File: config.mk
export PLATFORM = sky130hd
export DESIGN_NAME = v_bytewrite_coalescer_flat
export DESIGN_NICKNAME = d
export VERILOG_FILES = /design/src/rtl/v_bytewrite_coalescer_pkg.sv /design/src/rtl/v_bytewrite_coalescer_if.sv /design/src/rtl/v_bytewrite_lane_merge.sv /design/src/rtl/v_bytewrite_coalescer.sv /design/src/flat_wrapper.sv
export SDC_FILE = /design/constraint.sdc
export NUM_CORES = 1
export LEC_CHECK = 0
export CAP_MARGIN = 15
export CORE_MARGIN = 2
export CORE_UTILIZATION = 41
export DETAILED_ROUTE_END_ITERATION = 8
export GPL_ROUTABILITY_DRIVEN = 1
export PLACE_DENSITY = 0.85
export SYNTH_ARGS = -nofsm -noshare
export SYNTH_HDL_FRONTEND = slang
export SYNTH_SLANG_ARGS = --single-unit
File: constraint.sdc
create_clock -name clk -period 5.4 [get_ports clk]
set_clock_uncertainty 0.05 [all_clocks]
set_input_delay 1.08 -clock clk [delete_from_list [all_inputs] [get_ports clk]]
set_output_delay 1.08 -clock clk [all_outputs]
set_load 0.05 [all_outputs]
File: src/rtl/v_bytewrite_coalescer_pkg.sv
// Shared types and helpers for the byte-write coalescer and its lane merge.
// Holds the FSM state encoding and lane slicing arithmetic.
package v_bytewrite_coalescer_pkg;

  typedef enum logic [1:0] {
    StIdle = 2'd0,
    StHold = 2'd1,
    StRd   = 2'd2
  } state_e;

  function automatic int unsigned data_width(input int unsigned nb_col,
                                             input int unsigned col_width);
    return nb_col * col_width;
  endfunction

  // Low bit index of a given lane inside a packed word.
  function automatic int unsigned lane_lo(input int unsigned lane,
                                          input int unsigned col_width);
    return lane * col_width;
  endfunction

endpackage

File: src/rtl/v_bytewrite_coalescer_if.sv
// Request/response bus of the byte-write coalescer: valid/ready requests in,
// single-cycle read data pulses out.
interface v_bytewrite_coalescer_if
  import v_bytewrite_coalescer_pkg::*;
#(
  parameter int unsigned ADDR_WIDTH = 10,
  parameter int unsigned COL_WIDTH  = 8,
  parameter int unsigned NB_COL     = 2
);

  localparam int unsigned DataW = data_width(NB_COL, COL_WIDTH);

  logic                  s_valid;
  logic                  s_ready;
  logic                  s_write;
  logic [ADDR_WIDTH-1:0] s_addr;
  logic [NB_COL-1:0]     s_be;
  logic [DataW-1:0]      s_data;
  logic                  r_valid;
  logic [DataW-1:0]      r_data;

  modport master (
    output s_valid, s_write, s_addr, s_be, s_data,
    input  s_ready, r_valid, r_data
  );

  modport slave (
    input  s_valid, s_write, s_addr, s_be, s_data,
    output s_ready, r_valid, r_data
  );

endinterface

File: src/rtl/v_bytewrite_lane_merge.sv
// Combinational lane-wise merge: lanes enabled in s_be take s_data, the rest
// keep pend_data; enables are OR-ed.
module v_bytewrite_lane_merge
  import v_bytewrite_coalescer_pkg::*;
#(
  parameter int unsigned COL_WIDTH = 8,
  parameter int unsigned NB_COL    = 2
) (
  input  logic [NB_COL*COL_WIDTH-1:0] pend_data_i,
  input  logic [NB_COL-1:0]           pend_be_i,
  input  logic [NB_COL*COL_WIDTH-1:0] s_data_i,
  input  logic [NB_COL-1:0]           s_be_i,
  output logic [NB_COL*COL_WIDTH-1:0] merged_data_o,
  output logic [NB_COL-1:0]           merged_be_o
);

  always_comb begin
    merged_data_o = pend_data_i;
    for (int unsigned i = 0; i < NB_COL; i++) begin
      if (s_be_i[i]) begin
        merged_data_o[lane_lo(i, COL_WIDTH) +: COL_WIDTH] =
            s_data_i[lane_lo(i, COL_WIDTH) +: COL_WIDTH];
      end
    end
  end

  assign merged_be_o = pend_be_i | s_be_i;

endmodule

File: src/rtl/v_bytewrite_coalescer.sv
// Write-combining front end for a single-port byte-write BRAM: merges
// same-address writes into one RAM write and orders reads behind the flush.
module v_bytewrite_coalescer
  import v_bytewrite_coalescer_pkg::*;
#(
  parameter int unsigned ADDR_WIDTH    = 10,
  parameter int unsigned COL_WIDTH     = 8,
  parameter int unsigned NB_COL        = 2,
  parameter int unsigned FLUSH_TIMEOUT = 4
) (
  input  logic                         clk,
  input  logic                         rst,
  v_bytewrite_coalescer_if.slave       bus,
  input  logic                         flush,
  output logic                         idle,
  output logic [NB_COL-1:0]            ram_we,
  output logic [ADDR_WIDTH-1:0]        ram_addr,
  output logic [NB_COL*COL_WIDTH-1:0]  ram_di,
  input  logic [NB_COL*COL_WIDTH-1:0]  ram_do
);

  localparam int unsigned DataW = data_width(NB_COL, COL_WIDTH);
  localparam int unsigned CntW  = (FLUSH_TIMEOUT > 1) ? $clog2(FLUSH_TIMEOUT) : 1;
  localparam logic [CntW-1:0] CntLast = CntW'(FLUSH_TIMEOUT - 1);

  state_e                state_q, state_d;
  logic [ADDR_WIDTH-1:0] pend_addr_q, pend_addr_d;
  logic [NB_COL-1:0]     pend_be_q, pend_be_d;
  logic [DataW-1:0]      pend_data_q, pend_data_d;
  logic [CntW-1:0]       cnt_q, cnt_d;

  logic [DataW-1:0]  merged_data;
  logic [NB_COL-1:0] merged_be;
  logic              wr_real, rd_req, same_addr, do_flush;
  logic              s_ready, r_valid;

  v_bytewrite_lane_merge #(
    .COL_WIDTH (COL_WIDTH),
    .NB_COL    (NB_COL)
  ) u_lane_merge (
    .pend_data_i   (pend_data_q),
    .pend_be_i     (pend_be_q),
    .s_data_i      (bus.s_data),
    .s_be_i        (bus.s_be),
    .merged_data_o (merged_data),
    .merged_be_o   (merged_be)
  );

  // Zero-enable writes are accepted but behave as if nothing arrived.
  assign wr_real   = bus.s_valid && bus.s_write && (bus.s_be != '0);
  assign rd_req    = bus.s_valid && !bus.s_write;
  assign same_addr = (bus.s_addr == pend_addr_q);

  always_comb begin
    state_d     = state_q;
    pend_addr_d = pend_addr_q;
    pend_be_d   = pend_be_q;
    pend_data_d = pend_data_q;
    cnt_d       = cnt_q;
    s_ready     = 1'b0;
    r_valid     = 1'b0;
    do_flush    = 1'b0;

    unique case (state_q)
      StIdle: begin
        s_ready = 1'b1;
        if (wr_real) begin
          pend_addr_d = bus.s_addr;
          pend_be_d   = bus.s_be;
          pend_data_d = bus.s_data;
          cnt_d       = '0;
          state_d     = StHold;
        end else if (rd_req) begin
          state_d = StRd;
        end
      end
      StHold: begin
        // Reads stall here so the flush lands before their RAM access.
        s_ready = bus.s_write;
        if (wr_real && same_addr) begin
          pend_be_d   = merged_be;
          pend_data_d = merged_data;
          cnt_d       = '0;
        end else if (wr_real) begin
          do_flush    = 1'b1;
          pend_addr_d = bus.s_addr;
          pend_be_d   = bus.s_be;
          pend_data_d = bus.s_data;
          cnt_d       = '0;
        end else if (rd_req || flush || (cnt_q == CntLast)) begin
          do_flush = 1'b1;
          cnt_d    = '0;
          state_d  = StIdle;
        end else begin
          cnt_d = cnt_q + CntW'(1);
        end
      end
      StRd: begin
        r_valid = 1'b1;
        state_d = StIdle;
      end
      default: state_d = StIdle;
    endcase

    if (rst) begin
      s_ready  = 1'b0;
      r_valid  = 1'b0;
      do_flush = 1'b0;
    end
  end

  always_ff @(posedge clk or posedge rst) begin
    if (rst) begin
      state_q     <= StIdle;
      pend_addr_q <= '0;
      pend_be_q   <= '0;
      pend_data_q <= '0;
      cnt_q       <= '0;
    end else begin
      state_q     <= state_d;
      pend_addr_q <= pend_addr_d;
      pend_be_q   <= pend_be_d;
      pend_data_q <= pend_data_d;
      cnt_q       <= cnt_d;
    end
  end

  assign ram_we      = do_flush ? pend_be_q : '0;
  assign ram_addr    = do_flush ? pend_addr_q : bus.s_addr;
  assign ram_di      = pend_data_q;
  assign idle        = (state_q == StIdle);
  assign bus.s_ready = s_ready;
  assign bus.r_valid = r_valid;
  assign bus.r_data  = ram_do;

endmodule

File: src/flat_wrapper.sv
// flat-port wrapper written by rule: the top's interface ports become plain ports
module v_bytewrite_coalescer_flat import v_bytewrite_coalescer_pkg::*;
#(
  parameter int unsigned ADDR_WIDTH    = 10,
  parameter int unsigned COL_WIDTH     = 8,
  parameter int unsigned NB_COL        = 2,
  parameter int unsigned FLUSH_TIMEOUT = 4
)
  (clk, rst, flush, idle, ram_we, ram_addr, ram_di, ram_do, bus_s_valid, bus_s_write, bus_s_addr, bus_s_be, bus_s_data, bus_s_ready, bus_r_valid, bus_r_data);
  v_bytewrite_coalescer_if #(.ADDR_WIDTH(ADDR_WIDTH), .COL_WIDTH(COL_WIDTH), .NB_COL(NB_COL)) bus_i ();
  input  logic clk;
  input  logic rst;
  input  logic flush;
  output logic idle;
  output logic [NB_COL-1:0] ram_we;
  output logic [ADDR_WIDTH-1:0] ram_addr;
  output logic [NB_COL*COL_WIDTH-1:0] ram_di;
  input  logic [NB_COL*COL_WIDTH-1:0] ram_do;
  input wire logic [$bits(bus_i.s_valid)-1:0] bus_s_valid;
  input wire logic [$bits(bus_i.s_write)-1:0] bus_s_write;
  input wire logic [$bits(bus_i.s_addr)-1:0] bus_s_addr;
  input wire logic [$bits(bus_i.s_be)-1:0] bus_s_be;
  input wire logic [$bits(bus_i.s_data)-1:0] bus_s_data;
  output wire logic [$bits(bus_i.s_ready)-1:0] bus_s_ready;
  output wire logic [$bits(bus_i.r_valid)-1:0] bus_r_valid;
  output wire logic [$bits(bus_i.r_data)-1:0] bus_r_data;
  assign bus_i.s_valid = bus_s_valid;
  assign bus_i.s_write = bus_s_write;
  assign bus_i.s_addr = bus_s_addr;
  assign bus_i.s_be = bus_s_be;
  assign bus_i.s_data = bus_s_data;
  assign bus_s_ready = bus_i.s_ready;
  assign bus_r_valid = bus_i.r_valid;
  assign bus_r_data = bus_i.r_data;
  v_bytewrite_coalescer #(.ADDR_WIDTH(ADDR_WIDTH), .COL_WIDTH(COL_WIDTH), .NB_COL(NB_COL), .FLUSH_TIMEOUT(FLUSH_TIMEOUT)) u_core (.clk(clk), .rst(rst), .bus(bus_i), .flush(flush), .idle(idle), .ram_we(ram_we), .ram_addr(ram_addr), .ram_di(ram_di), .ram_do(ram_do));
endmodule
# After elaboration in Yosys (flattened, before gate mapping)
# Cells that the tools add are included.
# word_totals
reg_bits,32
inputBits,49
output_inout_bits,47
word_cells,67
# classes
addsub,1
eq_ne,11
mux,33
bitwise_logic,1
reduce_logical,15
# ops
cell,count
16-bit 2-to-1 mux,2
16-bit one-hot mux with 2 select lines,1
10-bit 2-to-1 mux,3
2-bit 2-to-1 mux,12
10-bit one-hot mux with 2 select lines,1
8-bit 2-to-1 mux,2
2-bit one-hot mux with 2 select lines,3
10-bit == test,1
1-bit 2-to-1 mux,8
2-bit AND reduction,4
"3-bit inequality test, second input constant",2
"2-bit == test, second input constant",2
1-bit logical AND,4
"2-bit by 1-bit inequality test with 1-bit output, second input constant",2
"2-bit inequality test, second input constant",2
4-bit AND reduction,1
2-bit nonzero test,2
"3-bit by 1-bit inequality test with 1-bit output, second input constant",1
"2-bit by 1-bit adder with 2-bit output, second input constant",1
"2-bit by 1-bit == test with 1-bit output, second input constant",1
2-bit logical NOT,1
1-bit logical OR,2
2-bit bitwise OR,1
1-bit one-hot mux with 2 select lines,1
1-bit logical NOT,1

# Longest topological paths before layout
# Gate-level depths: netlist of run 1.
# depth
word_depth,10
ltp_mapped,6
ltp_nobuf,5

# By module
# A second synthesis of run 1 with hierarchy kept.
# hier_totals
hier_cells,181
hier_area_um2,2063.2
# by_module_without_submodules
module,n_inst,cells_per_inst,area_each_um2,seq_area_each_um2
v_bytewrite_coalescer,1,161,1788.0,800.8
v_bytewrite_lane_merge,1,20,275.3,0.0

# Least setup slack after synthesis of run 1
# No wires, ideal clock.
# synth_path
path_type,input port to output port
from,in bus_s_addr[3]
to,out ram_addr[0]
arrival_ns,2.565
t_required_ns,4.270
setup_slack_ns,1.705
path_stages,6
path_buffers,1
path_cell_list,xor2_1 > nor4_4 > nand4_1 > o211a_1 > clkbuf_1 > mux2_2
# synth_between
elab_chain_cells,6
# synth_lines
element,line_no,source
"start, declared",flat_wrapper.sv:21,input wire logic [$bits(bus_i.s_addr)-1:0] bus_s_addr;
10-bit == test,v_bytewrite_coalescer.sv:52,assign same_addr = (bus.s_addr == pend_addr_q);
1-bit logical AND,v_bytewrite_coalescer.sv:80,if (wr_real && same_addr) begin
1-bit 2-to-1 mux,v_bytewrite_coalescer.sv:80,
1-bit 2-to-1 mux,v_bytewrite_coalescer.sv:64,unique case (state_q)
1-bit 2-to-1 mux,v_bytewrite_coalescer.sv:105,if (rst) begin
10-bit 2-to-1 mux,v_bytewrite_coalescer.sv:129,assign ram_addr = do_flush ? pend_addr_q : bus.s_addr;
"end, declared",flat_wrapper.sv:16,output logic [ADDR_WIDTH-1:0] ram_addr;
# No other way between the ends.

# Worst setup path in the final report of run 1
# layout_path
from,in bus_s_be[1]
to,out ram_addr[0]
# layout_between
elab_chain_cells,7
elab_cells_between_ends,8
cone_classes,mux: 5; reduce/logical: 3
# layout_lines
element,line_no,source
"start, declared",flat_wrapper.sv:22,input wire logic [$bits(bus_i.s_be)-1:0] bus_s_be;
2-bit nonzero test (*),v_bytewrite_coalescer.sv:50,assign wr_real = bus.s_valid && bus.s_write && (bus.s_be != '0);
1-bit logical AND (*),v_bytewrite_coalescer.sv:50,
1-bit 2-to-1 mux / 1-bit logical AND (equally long branches),"v_bytewrite_coalescer.sv:84, v_bytewrite_coalescer.sv:80",
1-bit 2-to-1 mux (*),v_bytewrite_coalescer.sv:80,
1-bit 2-to-1 mux (*),v_bytewrite_coalescer.sv:64,
1-bit 2-to-1 mux (*),v_bytewrite_coalescer.sv:105,
10-bit 2-to-1 mux (*),v_bytewrite_coalescer.sv:129,
# Every way passes the cells marked *; elsewhere a longest branch is shown, timed or not.

==> results of run 1 <==
[cell families (layout without fill, tap and decap cells)]
group / after synthesis / after routing / share of synthesized area, %
compound gates: 13 / 13 / 7.68
buf+inv: 26 / 79 / 9.20
simple gates: 22 / 22 / 7.53
xor+xnor: 10 / 10 / 5.07
flops: 32 / 32 / 46.3
mux: 36 / 36 / 23.5
fa+ha+maj: 1 / 1 / 0.724
[path summary, 6_finish.rpt]
kind / cells after the start / endpoint / start / slack [ps]
setup / recovery: 6 / ram_addr[0] / bus_s_be[1] / 490
hold / removal: 2 / u_core.cnt_q[1] / u_core.cnt_q[1] / 430
setup reg to reg: 5 / flop / u_core.pend_addr_q[3] / 3120
hold reg to reg: 2 / u_core.cnt_q[1] / u_core.cnt_q[1] / 430
max in group asynchronous: 3 / u_core.pend_addr_q[0] / rst / 3790
min in group asynchronous: 3 / u_core.pend_be_q[1] / rst / 1210
[where the power goes]
part	switching [W]	internal (W)
Sequential	0.0000296	0.000287
Clock	0.0000845	0.000102
Combinational	0.000189	0.000133
Total	0.000303	0.000521
[cells in the mapped netlist]
library cell	instances
a211oi_1	1
a21o_1	1
a21oi_1	1
and2_1	2
and3_1	1
buf_2	1
buf_4	16
clkbuf_1	2
dfrtp_1	32
ha_1	1
inv_1	7
mux2_1	1
mux2_2	35
nand2_1	6
nand2_2	1
nand3_1	1
nand4_1	1
nor2_1	3
nor2_2	1
nor3_1	3
nor4_4	1
o211a_1	1
o211ai_1	1
o21a_1	1
o21ai_0	3
o41ai_1	2
o41ai_4	2
or3_1	1
or3_4	1
xnor2_1	2
xor2_1	8
[critical path, cell delays in order]
cell             delay [ps]
clkdlybuf4s50_1         580
o211ai_1                210
or3_1                   400
o211a_1                 400
mux2_2                  300
clkdlybuf4s50_1         810
[final cells by class]
| cell class | count | share of cell area, % |
|---|---|---|
| inverter | 7 | 1.10 |
| timing repair buffer | 64 | 26.7 |
| clock buffer | 6 | 3.46 |
| tap | 50 | 2.62 |
| multi-input combinational | 82 | 32.2 |
| clock inverter | 2 | 0.419 |
| sequential | 32 | 33.5 |
[stage by stage]
step,power (W),cells
after floorplan,0.000565,140
after global placement,0.000640,235
after detailed placement,0.000645,235
after CTS,0.000836,243
after global routing,0.000868,243
final,0.000824,243
[routing by layer]
metal,routed length (um),track usage (%),vias to the layer above
met5,0,0,-
met4,18,6.13,0
met3,289,5.84,4
met2,1580,25.8,50
met1,1380,17.3,577
li1,-,-,579
==> run summary, run 1 <==
Share of cells above drive strength 1: 25.9%
Post-synth cell types: 31
Pre-CTS WS: 504 ps
Commonest non-fill, non-tap cell in the layout: clkdlybuf4s50_1
Crit-path max FO: 12
Vias: 1210
Gr usage total: 15.3%
Starting Density: 42.9%
Status: completed
Final worst setup slack: 493 ps
Final WL: 3270 um
CTS Buffer Depth: 2
Hold WS: 432 ps
DPL Wire Length: 2460 um
Register Area: 801 um^2
Avg Inst Size Synth: 12.3 um^2
Fin Setup TNS: 0 ps
Fill count: 365
Vias in the first global route: 1180
Chip height: 68.9 um
Ranking of synthesized cells by area: dfrtp_1 (46%), mux2_2 (23%), buf_4 (7.0%)
Post-DP Area: 2300 um^2
Clock slew at reported path FFs: 60 ps
Yosys top cell area share: 46.3%
DR iter-0 viols: 24
Layout Nets: 242
Synthesis-to-finish area growth: 38.2%
Pre-antenna DRT Iters: 4
WS Path Type: in2out
DR vias/cell: 4.98
Maximum VDD drop: 209 uV
First-pass GRT wire length: 5230 um
Post-synthesis sequential area ratio: 46.3%
Yosys top cell by area: dfrtp_1
Post-Syn Area: 1730 um^2
Final setup fails: 0
Relative slew slack: 56.2%
Cts repair resizes: 0
Post-Synthesis Cells: 140
Pwr per Cell Area: 345 nW/um^2
Commonest non-fill, non-tap cells in the layout: clkdlybuf4s50_1 (63), mux2_2 (35), dfrtp_1 (32)
Worst slew pin tran: 655 ps
Max cap viols: 0
CTS root buf: clkbuf_8
Io pins: 96
Clock Latency Late Sink: 280 ps
Fin. max-slew vios: 0
Register bit total from synthesis: 32
CTS sink cnt: 32
Post-CTS Setup Inserts: 0
N_diodes: 0
Maximum clock rate: 0.204 GHz
DR WL/cell: 13.4 um
Final Hold Fails: 0
Antenna Violating Nets Remaining: 0
Hold crit path type: reg2reg
Grt total ovfl: 0
# H-tree levels: 2
Placeable Area: 4030 um^2
Hold-fix buffers, CTS: 0
CP arrival: 3780 ps
CTS tree: yes
Die area: 4750 um^2
Syn_nets: 190
Chip Width: 68.9 um
Final period util: 90.9%
TritonCTS Buffers: 5
Leakage power: 0.986 nW
Area taken by multi-input logic gates: 768 um^2
RSZ-0062 raised after global routing: false
Port Buffers: 63
DRC: 0
Fin area: 2390 um^2
Ys Warns: 0
Initial antenna violation count: 0
Pin count of the biggest net entering global routing: 34
Setup crit end kind: output pin
Critical Path Start Type: primary input
Gpl congestion: 0.692
Required arrival time at the worst endpoint: 4270 ps
Core occupancy in the finished layout: 59.3%
Site row count: 23
Post-layout minimum cycle time: 4910 ps
Note: power is estimated with default switching activity, not from simulation.
==> run 2: changes to the inputs <==
--- a/config.mk
+++ b/config.mk
@@ -11,6 +11,7 @@
 export DETAILED_ROUTE_END_ITERATION = 8
 export GPL_ROUTABILITY_DRIVEN = 1
 export PLACE_DENSITY = 0.85
+export SKIP_LAST_GASP = 1
 export SYNTH_ARGS = -nofsm -noshare
 export SYNTH_HDL_FRONTEND = slang
 export SYNTH_SLANG_ARGS = --single-unit
==> results of run 2 <==
Final layout, timing and power as in run 1 (identical DEF).
